`config.mk`:
```
export PLATFORM = sky130hd
export DESIGN_NAME = rcv_ctrl
export DESIGN_NICKNAME = d
export VERILOG_FILES = /design/src/rtl/rcv_ctrl.sv
export SDC_FILE = /design/constraint.sdc
export NUM_CORES = 1
export LEC_CHECK = 0
export BUFFER_PORTS_ARGS = -buffer_cell sky130_fd_sc_hd__buf_2
export CAP_MARGIN = 20
export CORE_AREA = 2 2 39 41
export CTS_CLUSTER_SIZE = 14
export DETAILED_ROUTE_END_ITERATION = 10
export DIE_AREA = 0 0 41 43
export HOLD_SLACK_MARGIN = 0.02
export SLEW_MARGIN = 40
export SYNTH_ARGS = -nofsm -noshare
export SYNTH_HDL_FRONTEND = slang
export SYNTH_SLANG_ARGS = --single-unit
```
`constraint.sdc`:
```
create_clock -name clk -period 1.5 [get_ports clk]
set_input_delay 0.075 -clock clk [delete_from_list [all_inputs] [get_ports clk]]
set_output_delay 0.075 -clock clk [all_outputs]
set_load 0.005 [all_outputs]
```
`src/rtl/rcv_ctrl.sv`:
```
// -----------------------------------------------------------------------------
// rcv_ctrl
//
// Receive control for the serial receiver. Synchronizes the raw serial line,
// detects the start-bit falling edge and walks one packet through
// START -> RECEIVE -> STOP -> CHECK -> LOAD. While receiving it enables the
// external bit timer and waits for that timer's packet_done. The stop bit is
// then checked, and a good frame is loaded into the receive buffer. The block
// also keeps the host-visible data_ready / overrun_error status.
//
// Ports
//   clk                 system clock, all state changes on the rising edge
//   n_rst               asynchronous active-low reset
//   serial_in           raw serial line (idle high), asynchronous to clk
//   packet_done         one-cycle pulse from the bit timer after the 9th bit
//   stop_bit            last captured bit, valid from packet_done onwards
//   data_read           host has read the received byte (level)
//   start_bit_detected  one-cycle pulse on a synchronized falling edge
//   sbc_clear           clears the stop-bit check for the new packet
//   enable_timer        enables the bit timer
//   load_buffer         one-cycle pulse that loads the receive buffer
//   framing_error       the last packet's stop bit was 0
//   data_ready          the buffer holds an unread byte
//   overrun_error       a byte was loaded over a still-unread byte
// -----------------------------------------------------------------------------
module rcv_ctrl (
    input  logic clk,
    input  logic n_rst,
    input  logic serial_in,
    input  logic packet_done,
    input  logic stop_bit,
    input  logic data_read,
    output logic start_bit_detected,
    output logic sbc_clear,
    output logic enable_timer,
    output logic load_buffer,
    output logic framing_error,
    output logic data_ready,
    output logic overrun_error
);

    typedef enum logic [2:0] {
        IDLE    = 3'd0,
        START   = 3'd1,
        RECEIVE = 3'd2,
        STOP    = 3'd3,
        CHECK   = 3'd4,
        LOAD    = 3'd5
    } state_t;

    state_t state_reg;
    state_t state_next;

    logic s1_reg;
    logic s2_reg;
    logic s3_reg;
    logic framing_error_reg;
    logic data_ready_reg;
    logic overrun_error_reg;

    // -------------------------------------------------------------------------
    // Line synchronizer. s1/s2 resolve metastability; s3 is the previous
    // synchronized value used for edge detection. All reset to the idle level
    // so leaving reset never fakes a start edge.
    // -------------------------------------------------------------------------
    always_ff @(posedge clk or negedge n_rst) begin
        if (!n_rst) begin
            s1_reg <= 1'b1;
            s2_reg <= 1'b1;
            s3_reg <= 1'b1;
        end else begin
            s1_reg <= serial_in;
            s2_reg <= s1_reg;
            s3_reg <= s2_reg;
        end
    end

    // Falling edge of the synchronized line: old value high, new value low.
    assign start_bit_detected = s3_reg & ~s2_reg;

    // -------------------------------------------------------------------------
    // State register
    // -------------------------------------------------------------------------
    always_ff @(posedge clk or negedge n_rst) begin
        if (!n_rst) begin
            state_reg <= IDLE;
        end else begin
            state_reg <= state_next;
        end
    end

    // -------------------------------------------------------------------------
    // Next state and Moore outputs
    // -------------------------------------------------------------------------
    always_comb begin
        state_next   = state_reg;
        sbc_clear    = 1'b0;
        enable_timer = 1'b0;
        load_buffer  = 1'b0;

        case (state_reg)
            IDLE: begin
                if (start_bit_detected) begin
                    state_next = START;
                end
            end
            START: begin
                sbc_clear  = 1'b1;
                state_next = RECEIVE;
            end
            RECEIVE: begin
                // Falling edges inside the data bits also pulse
                // start_bit_detected; they are simply not looked at here.
                enable_timer = 1'b1;
                if (packet_done) begin
                    state_next = STOP;
                end
            end
            STOP: begin
                state_next = CHECK;
            end
            CHECK: begin
                // framing_error was captured on the STOP edge and is
                // stable now.
                if (framing_error_reg) begin
                    state_next = IDLE;
                end else begin
                    state_next = LOAD;
                end
            end
            LOAD: begin
                load_buffer = 1'b1;
                state_next  = IDLE;
            end
            default: begin
                state_next = IDLE;
            end
        endcase
    end

    // -------------------------------------------------------------------------
    // Framing error: cleared as a new packet starts. Captured from the stop
    // bit one edge after packet_done, while the shift register still holds
    // it. Otherwise it keeps its value so the host can see the last result.
    // -------------------------------------------------------------------------
    always_ff @(posedge clk or negedge n_rst) begin
        if (!n_rst) begin
            framing_error_reg <= 1'b0;
        end else if (state_reg == START) begin
            framing_error_reg <= 1'b0;
        end else if (state_reg == STOP) begin
            framing_error_reg <= ~stop_bit;
        end
    end

    // -------------------------------------------------------------------------
    // Host status. A load always wins over a read in the same cycle, because
    // that read refers to the byte being replaced. An overrun is only flagged
    // when the old byte was still unread and is not being read right now.
    // -------------------------------------------------------------------------
    always_ff @(posedge clk or negedge n_rst) begin
        if (!n_rst) begin
            data_ready_reg    <= 1'b0;
            overrun_error_reg <= 1'b0;
        end else if (state_reg == LOAD) begin
            data_ready_reg <= 1'b1;
            if (data_ready_reg && !data_read) begin
                overrun_error_reg <= 1'b1;
            end
        end else if (data_read) begin
            data_ready_reg    <= 1'b0;
            overrun_error_reg <= 1'b0;
        end
    end

    assign framing_error = framing_error_reg;
    assign data_ready    = data_ready_reg;
    assign overrun_error = overrun_error_reg;

endmodule

```
==> impl_metrics.ini, run 1 <==
[status]
status = complete, no violations

[cts]
root_buffer = clkbuf_4
clockBufferDepth = 2
clk_latency_ps = 260
cts_resized = 0
cts_made_buffers = 3
cts.sinks = 9
cts.clk_slew.worst_paths_ps = 60
htreeDepth = 1
cts_tree = done

[routing]
ant_nets = 0
via_count = 286
drt-wirelength-per-cell_um = 11.0
drc_errors = 0
drtPass1Iterations = 2
drt_iter0_markers = 2
viasPerCell = 4.47
totalWireLength_um = 704

[yosys]
syn_area_sq_um = 385
yosysSeqAreaShare = 0.594
synth_top_area_frac = 0.390
yosysUniqueCellTypes = 20
syn_area_per_cell_sq_um = 12.4
syn_nets = 37
synthTopCellsByArea = dfrtp_1 (39%), dfstp_2 (20%), nand2b_1 (4.9%)
ys_seq_elements = 9
synth_largest_area_cell = dfrtp_1
yosys_warnings = 0
syn_inst = 31

[timing]
finalSetupTns_ps = 0
drv_slew = 0
maxSlewHeadroom = 0.811
setup_violations = 0
post-route-period-util = 0.841
worst_pin_slew_ps = 284
fin_ws_ps = 238
rsz0062_at_grt = false
fin_worst_skew_ps = 4.21
whs_ps = 91.3
max_freq_ghz = 0.792
final_hold_viol_count = 0
period_minus_slack_ps = 1260

[grt]
antenna_found_initial = 0
grt_usage = 0.0975
grt_pass1_vias = 253
grt_pass1_wl_um = 1110
grt_max_degree = 12
grt.overflow.total = 0

[setup_path]
cp_max_fo = 11
crit_type = register to register
crit_required_ps = 1680
cpPeakStageDelay_ps = 540
path_buf_inv = 0
start_kind = register
cp_cell_sequence = or4b_1 > a31oi_1
critPathSlowestCell = or4b_1
crit_family = simple AND/OR/NAND/NOR gates
critPathArrivalTime_ps = 1440
end_kind = register

[cells_and_area]
drive_gt1_frac = 0.375
nets = 55
final_area_sq_um = 504
largest_reg_flops = 3
final_cells = 64
n_antenna_cell = 0
final_util = 0.364
syn_to_final_growth_pct = 30.8

[floorplanning]
die_x_um = 41
start_util = 0.278
io_pins = 13
die_h_um = 43
core_sq_mm = 0.00138
dieArea_sq_mm = 0.00176
rows = 14

[placement]
place_congestion = 0.677
place_inst = 58
io_buffers = 12
placed_area_sq_um = 458
post-place-ws_ps = 245
hpwl_um = 488

[run]
drv_cap = 0

[pwr]
cellLeakagePower_nw = 0.257
finalPower_mw = 0.807
power.density_mw_per_mm2 = 1600
vdd_drop_max_mv = 0.670

[worst_hold_path]
min_path_type = input pin to register
==> layer usage <==
metal / vias to the layer above / GRT usage / share of wire / wire length, um
met3: 0 / 0.0314 / 0.080 / 56
li1: 145 / - / - / -
met5: - / 0 / 0 / 0
met1: 129 / 0.147 / 0.52 / 367
met2: 12 / 0.106 / 0.40 / 280
met4: 0 / 0.0800 / 0 / 0
==> cells by family after synthesis <==
logic type             after synthesis  synth area share
and+or+nand+nor                     15             0.273
DFF                                  9             0.594
AOI/OAI and AO/OA                    4            0.0747
buffers and inverters                2            0.0292
muxes                                1            0.0292
==> worst register-to-register path, cell delays in order, from the launching register on <==
cell and delay, ps:
dfrtp_1 480, or4b_1 540, a31oi_1 170
==> synthesized netlist by cell type <==
library cell,count
and2b_1,1
buf_4,1
or4b_1,1
dfstp_2,3
o21bai_1,1
nand3b_1,2
a31oi_1,1
inv_1,1
nor4b_1,1
mux2_1,1
a21o_1,1
nand2_1,1
dfrtp_1,6
nor2_1,1
or3b_1,1
nand2b_1,3
nor2b_1,2
o211ai_1,1
nand4b_1,1
nor3b_1,1
==> area by class of cell <==
| type | instances | area, sq um |
|---|---|---|
| inverter | 1 | 3.75 |
| sequential | 9 | 229 |
| multi-input combinational | 20 | 145 |
| tap | 16 | 20.0 |
| clock buffer | 4 | 26.3 |
| fill | 138 | 880 |
| timing repair buffer | 14 | 80.1 |
==> repair_timing <==
item	CTS	global route
endpoints found under the hold margin	10	0
hold buffers	2	0
buffers inserted	0	0
==> layout by cell type, fill, tap and decap left out, drive strengths merged, types with 2 or more instances in the layout <==
cell	n
nand2b	3
dfstp	3
buf	12
clkbuf	4
nor2b	2
dfrtp	6
dlygate4sd3	2
nand3b	2
==> power breakdown <==
part	internal, mW	switching, mW
Sequential	0.308	0.0950
Combinational	0.138	0.0808
Clock	0.102	0.0824
Total	0.548	0.258
==> final timing paths <==
| kind | from | to | slack [ps] | cells past startpoint |
|---|---|---|---|---|
| worst min-delay path | packet_done | state_reg[0]$_DFFE_PN0P_ | 90 | 3 |
| worst max-delay path | state_reg[1]$_DFFE_PN0P_ | state_reg[0]$_DFFE_PN0P_ | 240 | 2 |
| worst min register to register | s1_reg$_DFF_PN1_ | s2_reg$_DFF_PN1_ | 360 | 0 |
| min in group asynchronous | n_rst | state_reg[0]$_DFFE_PN0P_ | 190 | 2 |
| worst max register to register | state_reg[1]$_DFFE_PN0P_ | state_reg[0]$_DFFE_PN0P_ | 240 | 2 |
| max in group asynchronous | n_rst | s3_reg$_DFF_PN1_ | 1070 | 2 |
Note: power is estimated with default switching activity, not from simulation.
==> run 2, diff against run 1 <==
Clock period 1.5 ns to 1.15 ns, I/O delays scaled along.
==> run 2 against run 1 <==
Against the previous run: setup slack worse by 300 ps; die area did not move; critical endpoint unchanged; worst hold slack lost 7.3 ps; sequential share of layout area shrank 6.6 points; non-clock buffer count up 9; the run now ends with setup timing left; cell area is 18% higher; cell count grew 14%; sequential power grew 21%; combinational power grew to 2.6 times the previous value; power up 59%; sequential cell count did not move; first-iteration DRC count unchanged.
==> impl_metrics.ini, run 2 (synthesis results as in run 1) <==
[timing]
drv_slew = 0
finalSetupTns_ps = -91.3
max_freq_ghz = 0.825
final_hold_viol_count = 0
period_minus_slack_ps = 1210
rsz0062_at_grt = true
maxSlewHeadroom = 0.832
worst_pin_slew_ps = 249
fin_worst_skew_ps = 1.46
post-route-period-util = 1.05
fin_ws_ps = -61.7
whs_ps = 84.0
setup_violations = 4

[cells_and_area]
seq_area_sq_um = 230
drive_gt1_frac = 0.526
final_area_sq_um = 593
n_antenna_cell = 0
final_cell_mix = buf_2 (12), buf_4 (7), dfrtp_1 (5), clkbuf_4 (3), dfstp_2 (3)
syn_to_final_growth_pct = 53.9
largest_reg_flops = 3
fillers = 133
multi_input_area_sq_um = 158
nets = 64
layout_commonest_cell = buf_2
final_util = 0.429
final_cells = 73

[setup_path]
end_kind = register
crit_type = register to register
crit_required_ps = 1310
start_kind = register
cp_max_fo = 2
critPathSlowestCell = dfstp_2
critPathArrivalTime_ps = 1380
cpPeakStageDelay_ps = 520
cp_cell_sequence = or4b_1 > a31oi_1

[placement]
place_inst = 63
placed_area_sq_um = 495
io_buffers = 12
post-place-ws_ps = -42.8
place_congestion = 0.646

[status]
status = complete, but fails checks
violations = setup timing

[grt]
grt_usage = 0.106
grt_max_degree = 10
antenna_found_initial = 0
grt.overflow.total = 0
grt_pass1_vias = 297
grt_pass1_wl_um = 1230

[routing]
drt_iter0_markers = 2
drtPass1Iterations = 2
via_count = 315
drc_errors = 0
viasPerCell = 4.32
drt-wirelength-per-cell_um = 10.0
ant_nets = 0
totalWireLength_um = 730

[cts]
cts_made_buffers = 3
cts.clk_slew.worst_paths_ps = 60
cts_tree = done
htreeDepth = 1
cts.sinks = 9
clockBufferDepth = 2
clk_latency_ps = 250
root_buffer = clkbuf_4

[floorplanning]
die_x_um = 41
start_util = 0.278
die_h_um = 43
dieArea_sq_mm = 0.00176
core_sq_mm = 0.00138
io_pins = 13
rows = 14

[worst_hold_path]
min_path_type = input pin to register

[pwr]
cellLeakagePower_nw = 0.307
power.density_mw_per_mm2 = 2160
finalPower_mw = 1.28
vdd_drop_max_mv = 1.32

[run]
drv_cap = 0
## run 2: timing repair
action	CTS	global route
gates resized for setup	5	0
pin swaps	1	2
endpoints found under the hold margin	10	0
hold buffers	2	0
setup endpoints to repair	4	5
buffers inserted	3	1
cloned	0	0
## run 2: layout make-up
type	count	share of cell area
inverters	1	0.00633
flip-flops and latches	9	0.388
repair buffers	23	0.262
well taps	16	0.0338
clock buffers	4	0.0443
multi-input cells	20	0.266
## run 2: per-layer routing
metal	track usage	vias up	part of all wire
li1	-	162	-
met4	0.0600	0	0
met5	0	-	0
met1	0.138	139	0.51
met2	0.141	14	0.41
met3	0.0471	0	0.079
## run 2: power breakdown
group,leakage (nW),internal (mW),switching (mW)
registers,0.110,0.405,0.0823
clock network,0.0150,0.133,0.0959
logic,0.182,0.367,0.198
total,0.307,0.905,0.376
## run 2: worst paths after layout
check / from / depth (start not counted) / to / slack [ps]
hold / removal: packet_done / 3 / state_reg[0]$_DFFE_PN0P_ / 80
min in group asynchronous: n_rst / 2 / state_reg[0]$_DFFE_PN0P_ / 180
setup / recovery: s3_reg$_DFF_PN1_ / 2 / state_reg[0]$_DFFE_PN0P_ / -60
hold reg to reg: s1_reg$_DFF_PN1_ / 0 / s2_reg$_DFF_PN1_ / 350
max in group asynchronous: n_rst / 2 / s2_reg$_DFF_PN1_ / 730
setup reg to reg: s3_reg$_DFF_PN1_ / 2 / state_reg[0]$_DFFE_PN0P_ / -60
## run 2: critical path: cells and delay by family (launching register included)
family	cells	cell delay [ps]
compound gates	1	180
simple gates	1	420
flops	1	520
